[src/rtl/seq_argmax_pkg.sv]
// Shared types and helpers for the argmax output stage that follows the ternary XNOR layer.
package seq_argmax_pkg;

  typedef enum logic {
    IDLE = 1'b0,
    SCAN = 1'b1
  } state_e;

  // Lane width of the packed accumulator sums produced by the ternary layer.
  localparam int SUM_L = 8;

  function automatic int idx_w(input int m);
    return (m > 1) ? $clog2(m) : 1;
  endfunction

  function automatic logic lane_gt(input logic [SUM_L-1:0] a,
                                   input logic [SUM_L-1:0] b,
                                   input logic             is_signed);
    if (is_signed) begin
      return $signed(a) > $signed(b);
    end
    return a > b;
  endfunction

endpackage

[src/rtl/seq_argmax.sv]
// Sequential argmax: snapshots M packed sums on start, scans one lane per cycle with a
// single comparator, and pulses done with the winning index and value.
module seq_argmax
  import seq_argmax_pkg::*;
#(
  parameter int M      = 4,
  parameter int SumL   = SUM_L,
  parameter bit SIGNED = 1'b1,
  localparam int IdxW  = idx_w(M)
) (
  input  logic              clk,
  input  logic              rst,
  input  logic [M*SumL-1:0] sums,
  input  logic              start,
  output logic              busy,
  output logic              done,
  output logic [IdxW-1:0]   class_idx,
  output logic [SumL-1:0]   class_val
);

  localparam logic [IdxW-1:0] LAST_IDX = IdxW'(M - 1);

  state_e                   state_q, state_d;
  logic [M-1:0][SumL-1:0]   snap_q, snap_d;
  logic [SumL-1:0]          best_val_q, best_val_d;
  logic [IdxW-1:0]          best_idx_q, best_idx_d;
  logic [IdxW-1:0]          ptr_q, ptr_d;
  logic [IdxW-1:0]          class_idx_q, class_idx_d;
  logic [SumL-1:0]          class_val_q, class_val_d;
  logic                     done_q, done_d;
  logic [SumL-1:0]          cur_lane;

  assign cur_lane = snap_q[ptr_q];

  always_comb begin
    state_d     = state_q;
    snap_d      = snap_q;
    best_val_d  = best_val_q;
    best_idx_d  = best_idx_q;
    ptr_d       = ptr_q;
    class_idx_d = class_idx_q;
    class_val_d = class_val_q;
    done_d      = 1'b0;

    case (state_q)
      IDLE: begin
        if (start) begin
          snap_d     = sums;
          best_val_d = sums[SumL-1:0];
          best_idx_d = '0;
          if (M == 1) begin
            // A single lane is its own maximum: finish on the start edge.
            ptr_d       = '0;
            done_d      = 1'b1;
            class_idx_d = '0;
            class_val_d = sums[SumL-1:0];
          end else begin
            ptr_d   = IdxW'(1);
            state_d = SCAN;
          end
        end
      end
      SCAN: begin
        // Strictly greater only, so ties keep the lower index.
        if (lane_gt(cur_lane, best_val_q, SIGNED)) begin
          best_val_d = cur_lane;
          best_idx_d = ptr_q;
        end
        if (ptr_q == LAST_IDX) begin
          state_d     = IDLE;
          done_d      = 1'b1;
          class_idx_d = best_idx_d;
          class_val_d = best_val_d;
        end else begin
          ptr_d = ptr_q + 1'b1;
        end
      end
      default: state_d = IDLE;
    endcase
  end

  always_ff @(posedge clk) begin
    if (rst) begin
      state_q     <= IDLE;
      snap_q      <= '0;
      best_val_q  <= '0;
      best_idx_q  <= '0;
      ptr_q       <= '0;
      class_idx_q <= '0;
      class_val_q <= '0;
      done_q      <= 1'b0;
    end else begin
      state_q     <= state_d;
      snap_q      <= snap_d;
      best_val_q  <= best_val_d;
      best_idx_q  <= best_idx_d;
      ptr_q       <= ptr_d;
      class_idx_q <= class_idx_d;
      class_val_q <= class_val_d;
      done_q      <= done_d;
    end
  end

  assign busy      = (state_q == SCAN);
  assign done      = done_q;
  assign class_idx = class_idx_q;
  assign class_val = class_val_q;

endmodule

[config.mk]
export PLATFORM = sky130hd
export DESIGN_NAME = seq_argmax
export DESIGN_NICKNAME = d
export VERILOG_FILES = /design/src/rtl/seq_argmax_pkg.sv /design/src/rtl/seq_argmax.sv
export SDC_FILE = /design/constraint.sdc
export NUM_CORES = 1
export LEC_CHECK = 0
export BUFFER_PORTS_ARGS = -buffer_cell sky130_fd_sc_hd__buf_2
export CAP_MARGIN = 40
export CORE_UTILIZATION = 45
export DETAILED_ROUTE_END_ITERATION = 8
export GPL_TIMING_DRIVEN = 0
export MAX_ROUTING_LAYER = met4
export PLACE_DENSITY = 0.69
export SETUP_SLACK_MARGIN = 0.05
export SKIP_CTS_REPAIR_TIMING = 1
export SYNTH_ARGS = -nofsm -noshare
export SYNTH_HDL_FRONTEND = slang
export SYNTH_SLANG_ARGS = --single-unit
[constraint.sdc]
create_clock -name clk -period 2.8 [get_ports clk]
set_input_delay 0.28 -clock clk [delete_from_list [all_inputs] [get_ports clk]]
set_output_delay 0.28 -clock clk [all_outputs]
set_load 0.1 [all_outputs]
Word level (Yosys, flattened, before mapping)
Cells that the tools add are included.

storage, ports and cells
  register bits = 56
  bits in latches = 0
  memory bits (writable) = 0
  bits in read-only memories = 0
  input bits = 35
  output and inout port bits = 12
  word-level logic and storage cells = 41
  memories kept = 0

operators by class
  add/sub/neg operators = 1
  multipliers = 0
  div/mod/pow operators = 0
  magnitude comparators = 3
  eq/ne operators = 3
  shift operators = 0
  multiplexer cells = 18
  bitwise gates (word level) = 1
  reductions and logical operators = 4

operators with widths
  operator                                                                       count
  8-bit 2-to-1 mux                                                               3
  8-bit binary-select mux with 2-bit select                                      1
  8-bit > comparator                                                             2
  8-bit one-hot mux with 2 select lines                                          1
  2-bit 2-to-1 mux                                                               4
  2-bit one-hot mux with 2 select lines                                          2
  1-bit 2-to-1 mux                                                               6
  2-bit AND reduction                                                            3
  2-bit inequality test (second input constant)                                  2
  2-bit by 3-bit less-than comparator with 1-bit output (second input constant)  1
  2-bit by 1-bit adder with 2-bit output (second input constant)                 1
  2-bit == test (second input constant)                                          1
  1-bit one-hot mux with 2 select lines                                          1
  2-bit OR reduction                                                             1
  1-bit NOT                                                                      1

Longest topological paths before layout
Gate-level depths: netlist of the first run.

  depth after elaboration = 7
  mapped depth = 10
  gate-level depth less buffers = 8

Worst setup path before layout of the first run
OpenSTA, ideal clock, no wires.

  path type = reg-to-reg
  start = register ptr_q[0]
  end = register class_idx_q[0] (netlist: class_idx[0])
  setup time = 0.088 ns
  data arrival time = 2.393 ns
  data required time = 2.712 ns
  slack = 0.319 ns
  stages on the path, launching flop included = 9
  buffers on the path = 2
  period minus slack after synthesis = 2.481 ns
  cells stage by stage = dfxtp_1 buf_4 mux4_2 ha_1 nand4_4 o221ai_2 buf_6 nand3_1 a311oi_2

on the way
  longest elaborated chain between the ends = 6
  elaborated cells on any way between the ends = 9
  classes of those cells = order compare: 2; eq/ne: 1; mux: 5; reduce/logical: 1

ends and longest elaborated chain
  element                                    RTL line                                    RTL
  start, declared                            seq_argmax.sv:27                            logic [IdxW-1:0] ptr_q, ptr_d;
  start signal, assigned                     seq_argmax.sv:97                            ptr_q <= ptr_d;
  8-bit binary-select mux with 2-bit select  seq_argmax.sv:33                            assign cur_lane = snap_q[ptr_q];
  8-bit 2-to-1 mux (implied by the code)     seq_argmax.sv:33
  8-bit > comparator (on tied branches)      seq_argmax_pkg.sv:22, seq_argmax_pkg.sv:20
  1-bit 2-to-1 mux                           seq_argmax_pkg.sv:22                        return a > b;
  1-bit 2-to-1 mux                           seq_argmax.sv:45                            case (state_q)
  2-bit 2-to-1 mux                           seq_argmax.sv:65                            if (lane_gt(cur_lane, best_val_q, SIGNED)) begin
  end signal, assigned                       seq_argmax.sv:98                            class_idx_q <= class_idx_d;
  end, declared                              seq_argmax.sv:28                            logic [IdxW-1:0] class_idx_q, class_idx_d;

Parallel ways exist; a longest one is shown, timed or not. The select of a mux whose other input is x is not followed.
A chain may end at the register's enable or synchronous reset.

Worst setup path in the final report of the first run
  start = register ptr_q[0]
  end = register class_idx_q[1] (netlist: class_idx[1])

The elaborated chain is that of the path after synthesis.

==> results of run 1 <==
-- flip-flops by register name, indices dropped and copies added, names as in the netlist --
signal      cells
snap_q         32
done            1
best_idx_q      2
busy            1
class_idx       2
ptr_q           2
best_val_q      8
class_val       8
-- through the flow --
step	power [W]	hold slack (ns)	util (%)	instances	worst slack (ns)
global placement	0.00136	0.440	53.2	418	0.0533
global route	0.00204	0.190	56.3	426	0.0529
finish	0.00194	0.183	56.3	426	0.182
CTS	0.00192	0.177	55.3	426	-0.0280
detailed placement	0.00138	0.447	53.2	418	0.00925
floorplan	0.00126	0.416	-	301	0.319
-- final cells by class --
class	count	area [sq um]
clock inverters	3	47.5
flip-flops and latches	56	1120
repair buffers	45	225
fillers	535	2470
well taps	72	90.1
clock buffers	5	68.8
inverters	10	37.5
multi-input cells	209	1440
plain buffers	26	140
-- critical path, cell delays in order (launching register included) --
cell      delay, ns
dfxtp_2        0.40
buf_6          0.18
mux4_2         0.58
ha_4           0.35
nand4_4        0.16
a211oi_4       0.30
buf_6          0.20
o21ai_1        0.09
a311oi_1       0.26
-- worst max-delay path by stage --
stage,start,endpoint,slack [ns],cells after the start
after detailed placement,ptr_q[0],best_val_q[0],0.009,8
after CTS,ptr_q[0],best_val_q[0],-0.03,8
after global placement,ptr_q[0],class_idx[0],0.05,8
after global routing,ptr_q[0],class_val[6],0.05,8
final,ptr_q[0],class_idx[1],0.18,8
after floorplan,ptr_q[0],class_idx[0],0.32,8
-- cell families (layout without fill, tap and decap cells) --
group                    count (synthesis)  count (layout)  synth area share [%]
adder cells (fa/ha/maj)                  9               9                  4.19
multiplexers                             8               8                  6.70
flip-flops                              56              56                  41.7
buffers and inverters                   36              89                  6.19
AND/OR/NAND/NOR                        109             109                  18.8
AO/OA/AOI/OAI                           83              83                  22.4
-- cell usage after synthesis, drive strengths merged --
cell	count
nand2	65
dfxtp	56
a21oi	34
nor2	22
clkbuf	19
a311oi	18
a211oi	12
o21ai	11
inv	10
nand3	10
ha	9
mux4	8
buf	7
nor2b	5
a222oi	2
nand4	2
nor3	2
o211ai	2
a211o	1
a22oi	1
and2	1
and4	1
nand2b	1
o221a	1
o221ai	1
-- power by group --
group | internal, W | switching, W
Sequential | 0.000848 | 0.0000351
Clock | 0.000270 | 0.000285
Combinational | 0.000202 | 0.000305
-- layout by cell type, fill, tap and decap left out, types with 3 or more instances in the layout --
| cell type | n |
|---|---|
| nand2_1 | 65 |
| buf_6 | 5 |
| inv_1 | 10 |
| o21ai_0 | 3 |
| clkbuf_1 | 19 |
| dfxtp_1 | 54 |
| ha_1 | 7 |
| a311oi_1 | 17 |
| buf_2 | 46 |
| nor2_1 | 22 |
| mux4_2 | 8 |
| a211oi_1 | 11 |
| nand3_2 | 8 |
| a21oi_1 | 33 |
| o21ai_2 | 6 |
| clkbuf_8 | 5 |
| nor2b_1 | 5 |
-- metal layers --
metal	track usage, %	up-vias
met4	6.55	0
met1	29.9	1041
met2	34.2	64
li1	-	1177
met3	4.25	8
met5	-	-
==> impl_metrics.yaml, run 1 <==
outcome:
  status: "completed"
setup_path:
  r2r_slack_ns: 0.18
  r2r-start: "ptr_q[0]"
  path_class: "reg -> reg"
  r2r-end: "class_idx[1]"
  worstSetupStartpointType: "flip-flop"
  reg2regPathDepth: 8
  path_max_fanout: 10
  crit_arrival_ns: 2.84
  crit_path_end_kind: "flip-flop"
  crit_required_ns: 3.03
clocking:
  htree_num_levels: 2
  clock-sinks: 56
  insertion_delay_ns: 0.32
  cts.clk_slew.worst_paths_ns: 0.10
  clockBufferDepth: 2
  cts_buffers: 5
  cts_tree: "done"
  root_buffer: "clkbuf_8"
global_route:
  grt_pass1_wl_mm: 10.5
  grt_pass1_vias: 2211
  grt_antenna_before_repair: 0
  gr-usage-all-layers_pct: 22.3
  grt_max_degree: 19
  gr-total-overflow: 0
synth:
  seq_area_frac_synth_pct: 41.7
  ys_seq_elements: 56
  synth_area_sq_um: 2690
  synthDistinctLibCells: 33
  ys_warn_count: 0
  synth.area.top_cells: "dfxtp_1 (42%), nand2_1 (9.1%), mux4_2 (6.7%)"
  syn_inst: 301
  avgSynthCellArea_sq_um: 8.93
  syn-num-nets: 345
  yosysTopAreaCellShare_pct: 41.7
  synth_top_cell_by_area: "dfxtp_1"
detailed_routing:
  drt-initial-drc-count: 102
  first_pass_iters: 5
  post_drt_wl_per_cell_um: 14.8
  postRouteWirelength_mm: 6.32
  vias_per_cell: 5.38
  drtAntennaViolNets: 0
  met3_length_um: 291
  drcViolationCount: 0
  met1_length_mm: 3.12
  routed.top_layer: "met4"
  vias: 2290
  route.met2.wl_mm: 2.86
floorplan:
  die_area_sq_um: 6290
  die_y_um: 79.3
  core_region_area_sq_um: 5640
  initial_utilization_pct: 47.7
  die_w_um: 79.3
  io_pins: 47
  rows: 27
sta:
  period_share_pct: 93.5
  rsz0062_at_grt: "no"
  fmax_ghz: 0.382
  finalHoldViolCount: 0
  tns_ns: 0
  slew_headroom_pct: 65.7
  worst_clock_skew_ns: 0.00755
  post-route-min-period_ns: 2.62
  maxSlewViolCount: 0
  worstMarginPinSlew_ns: 0.515
  setup_viol: 0
pwr:
  vdd_drop_max_v: 0.000438
  leakage_nw: 1.17
  power.density_nw_per_um2: 613
worst_hold_path:
  hp-start: "sums[15]"
  hold_end: "snap_q[15]"
  min_path_cells: 3
  hold_class: "in -> reg"
placement:
  gp_congestion: 0.904
  hpwlAfterDp_mm: 4.77
  portBuffers: 45
  placed_area_sq_um: 3000
finish:
  n_antenna_cell: 0
  design_area_sq_um: 3170
  drive_gt1_share_pct: 26.3
  area_growth_pct: 18.1
  nets: 397
job:
  maxCapViolCount: 0
No activity file was read; power rests on OpenSTA's default activity.
==> run 2, diff against run 1 <==
Settings changed: ABC_AREA from default to 1, PLACE_DENSITY 0.69 to default, PLACE_DENSITY_LB_ADDON from default to 0.25.
==> run 2 against run 1 <==
Net effect: clock skew increased by 0.0072 ns; non-clock buffer count decreased by 4; sequential cell count unchanged; via count increased by 18%; global-route usage increased by 1.5 points; sequential share of layout area increased by 0.072 points; first-iteration DRC count increased by 99%; critical path depth increased by 8; synthesized area increased by 1.1%; sequential power increased by 1%; combinational power increased by 46%; register-to-register slack improved by 0.13 ns; highest routed layer unchanged.
==> impl_metrics.yaml, run 2 <==
outcome:
  status: "completed"
detailed_routing:
  drtAntennaViolNets: 0
  drt-initial-drc-count: 203
  vias: 2707
  first_pass_iters: 4
  post_drt_wl_per_cell_um: 12.0
  vias_per_cell: 4.99
  postRouteWirelength_mm: 6.52
  drcViolationCount: 0
synth:
  yosysMostFrequentCell: "nand2_1"
  seq_area_frac_synth_pct: 41.3
  synth_ff_type: "dfxtp_1"
  ys_warn_count: 0
  synthArstFlopShare_pct: 0
  avgSynthCellArea_sq_um: 6.52
  ys_seq_elements: 56
  syn_inst: 417
  syn-num-nets: 461
  synth_area_sq_um: 2720
  synth_top_cell_by_area: "dfxtp_1"
  synthDistinctLibCells: 16
  ys_top_cells_by_count: "nand2_1 (113), nor2_1 (74), dfxtp_1 (56)"
  synth.area.top_cells: "dfxtp_1 (41%), nand2_1 (16%), nor2_1 (10%)"
  yosysTopAreaCellShare_pct: 41.3
  synth_edf_count: 0
setup_path:
  crit_path_end_kind: "flip-flop"
  cp_top_family: "simple AND/OR/NAND/NOR gates"
  worstSetupStartpointType: "flip-flop"
  crit_required_ns: 3.01
  crit_top_cell: "nand2_1"
  path_class: "reg -> reg"
  crit_buf_inv: 5
  cp_slowest_cell: "dfxtp_1"
  path_max_fanout: 10
  cp_cell_sequence: "buf_4, clkinv_1, nand3_1, nand2_1, inv_1, ha_4, a21o_1, nor2_1, nand2_1, nand2_1, buf_6, nand4_1, nand2_1, nand2_1, nand2_1, inv_1"
  max_stage_delay_ns: 0.36
  crit_arrival_ns: 2.70
sta:
  setup_slack_ns: 0.311
  post-route-min-period_ns: 2.49
  finalHoldViolCount: 0
  worstMarginPinSlew_ns: 0.518
  holdWs_ns: 0.179
  maxSlewViolCount: 0
  worst_clock_skew_ns: 0.0147
  period_share_pct: 88.9
  slew_headroom_pct: 65.3
  fmax_ghz: 0.402
  rsz0062_at_grt: "no"
  setup_viol: 0
  tns_ns: 0
finish:
  regMostFlops: "snap_q"
  nets: 514
  largest_register_ffs: 32
  area_growth_pct: 16.4
  n_antenna_cell: 0
  design_area_sq_um: 3160
  final_cell_mix: "nand2_1 (113), nor2_1 (73), dfxtp_1 (55)"
  final_common_cell: "nand2_1"
  nFillCells: 595
  drive_gt1_share_pct: 14.2
clocking:
  cts.clk_slew.worst_paths_ns: 0.11
  cts_tree: "done"
  cts_buffers: 5
  clockBufferDepth: 2
  root_buffer: "clkbuf_8"
  insertion_delay_ns: 0.31
  clock-sinks: 56
  htree_num_levels: 2
floorplan:
  rows: 27
  die_w_um: 79.7
  io_pins: 47
  core_region_area_sq_um: 5680
  die_y_um: 79.7
  die_area_sq_um: 6350
  initial_utilization_pct: 47.9
pwr:
  vdd_drop_max_v: 0.000306
  pwr-share-comb_pct: 35.7
  power.net_switching_w: 0.000773
  seqPwrFrac_pct: 42.9
  power_frac_clock_pct: 21.4
  leakage_nw: 1.59
  swShare_pct: 37.2
  cell_internal_pwr_w: 0.00130
  power.density_nw_per_um2: 657
global_route:
  gr-usage-all-layers_pct: 23.8
  grt_pass1_wl_mm: 11.5
  grt_antenna_before_repair: 0
  grt_pass1_vias: 2592
  grt_max_degree: 18
  gr-total-overflow: 0
placement:
  hpwlAfterDp_mm: 4.90
  placed_area_sq_um: 3040
  portBuffers: 46
  dp_worst_setup_slack_ns: 0.222
  gp_congestion: 0.914
job:
  maxCapViolCount: 0
worst_hold_path:
  hold_class: "in -> reg"
-- run 2: cell types whose count changed in the layout (fill, tap and decap cells not counted), sizes merged, moves of 9 or more --
cell | before | now
nor2 | 22 | 74
a21oi | 34 | 22
a311oi | 18 | 0
nand3 | 10 | 30
nand2 | 65 | 113
o21ai | 11 | 32
inv | 10 | 47
a211oi | 12 | 0
nand4 | 2 | 11
-- run 2: power groups by stage --
stage | Combinational (W) | Clock, W | Sequential [W]
floorplan | 0.000518 | 0 | 0.000922
finish | 0.000741 | 0.000445 | 0.000892
detailed placement | 0.000697 | 0 | 0.000909
global placement | 0.000683 | 0 | 0.000908
global route | 0.000866 | 0.000489 | 0.000899
CTS | 0.000702 | 0.000454 | 0.000891
-- run 2: cells by family (layout without fill, tap and decap cells) --
kind of cell,after synthesis,in the layout,synth area share [%]
compound gates,55,55,10.2
buf+inv,69,123,10.3
flops,56,56,41.3
simple gates,228,228,34.1
fa+ha+maj,9,9,4.14
-- run 2: stage by stage --
step / std cells / power (W) / util [%]
global route: 543 / 0.00225 / 55.8
CTS: 543 / 0.00205 / 55.1
finish: 543 / 0.00208 / 55.8
detailed placement: 535 / 0.00161 / 53.5
floorplan: 417 / 0.00144 / -
global placement: 535 / 0.00159 / 53.5
-- run 2: path summary, 6_finish.rpt --
kind	from	to	slack [ns]	depth (start not counted)
setup / recovery	ptr_q[1]	class_val[4]	0.31	16
hold / removal	sums[26]	snap_q[26]	0.18	3
setup reg to reg	ptr_q[1]	class_val[4]	0.31	16
hold reg to reg	snap_q[4]	snap_q[4]	0.47	2
-- run 2: routing by layer --
| metal | up-vias | global-route usage, % | share of wire, % |
|---|---|---|---|
| met5 | - | - | 0 |
| met4 | 0 | 5.27 | 0.74 |
| met3 | 4 | 3.66 | 4.5 |
| met2 | 59 | 39.8 | 48 |
| met1 | 1229 | 30.2 | 47 |
| li1 | 1415 | - | - |
-- run 2: area by class of cell --
class / count / area, sq um / area share (%)
Clock inverter: 2 / 16.3 / 0.514
Buffer: 21 / 114 / 3.60
Inverter: 48 / 180 / 5.69
Sequential cell: 56 / 1120 / 35.5
Multi-Input combinational cell: 292 / 1340 / 42.3
Timing Repair Buffer: 46 / 230 / 7.28
Clock buffer: 6 / 72.6 / 2.29
Tap cell: 72 / 90.1 / 2.85
-- run 2: tightest hold or removal path, stage by stage --
cell	delay [ns]
buf_2	0.07
nor2_1	0.03
nor2_1	0.08
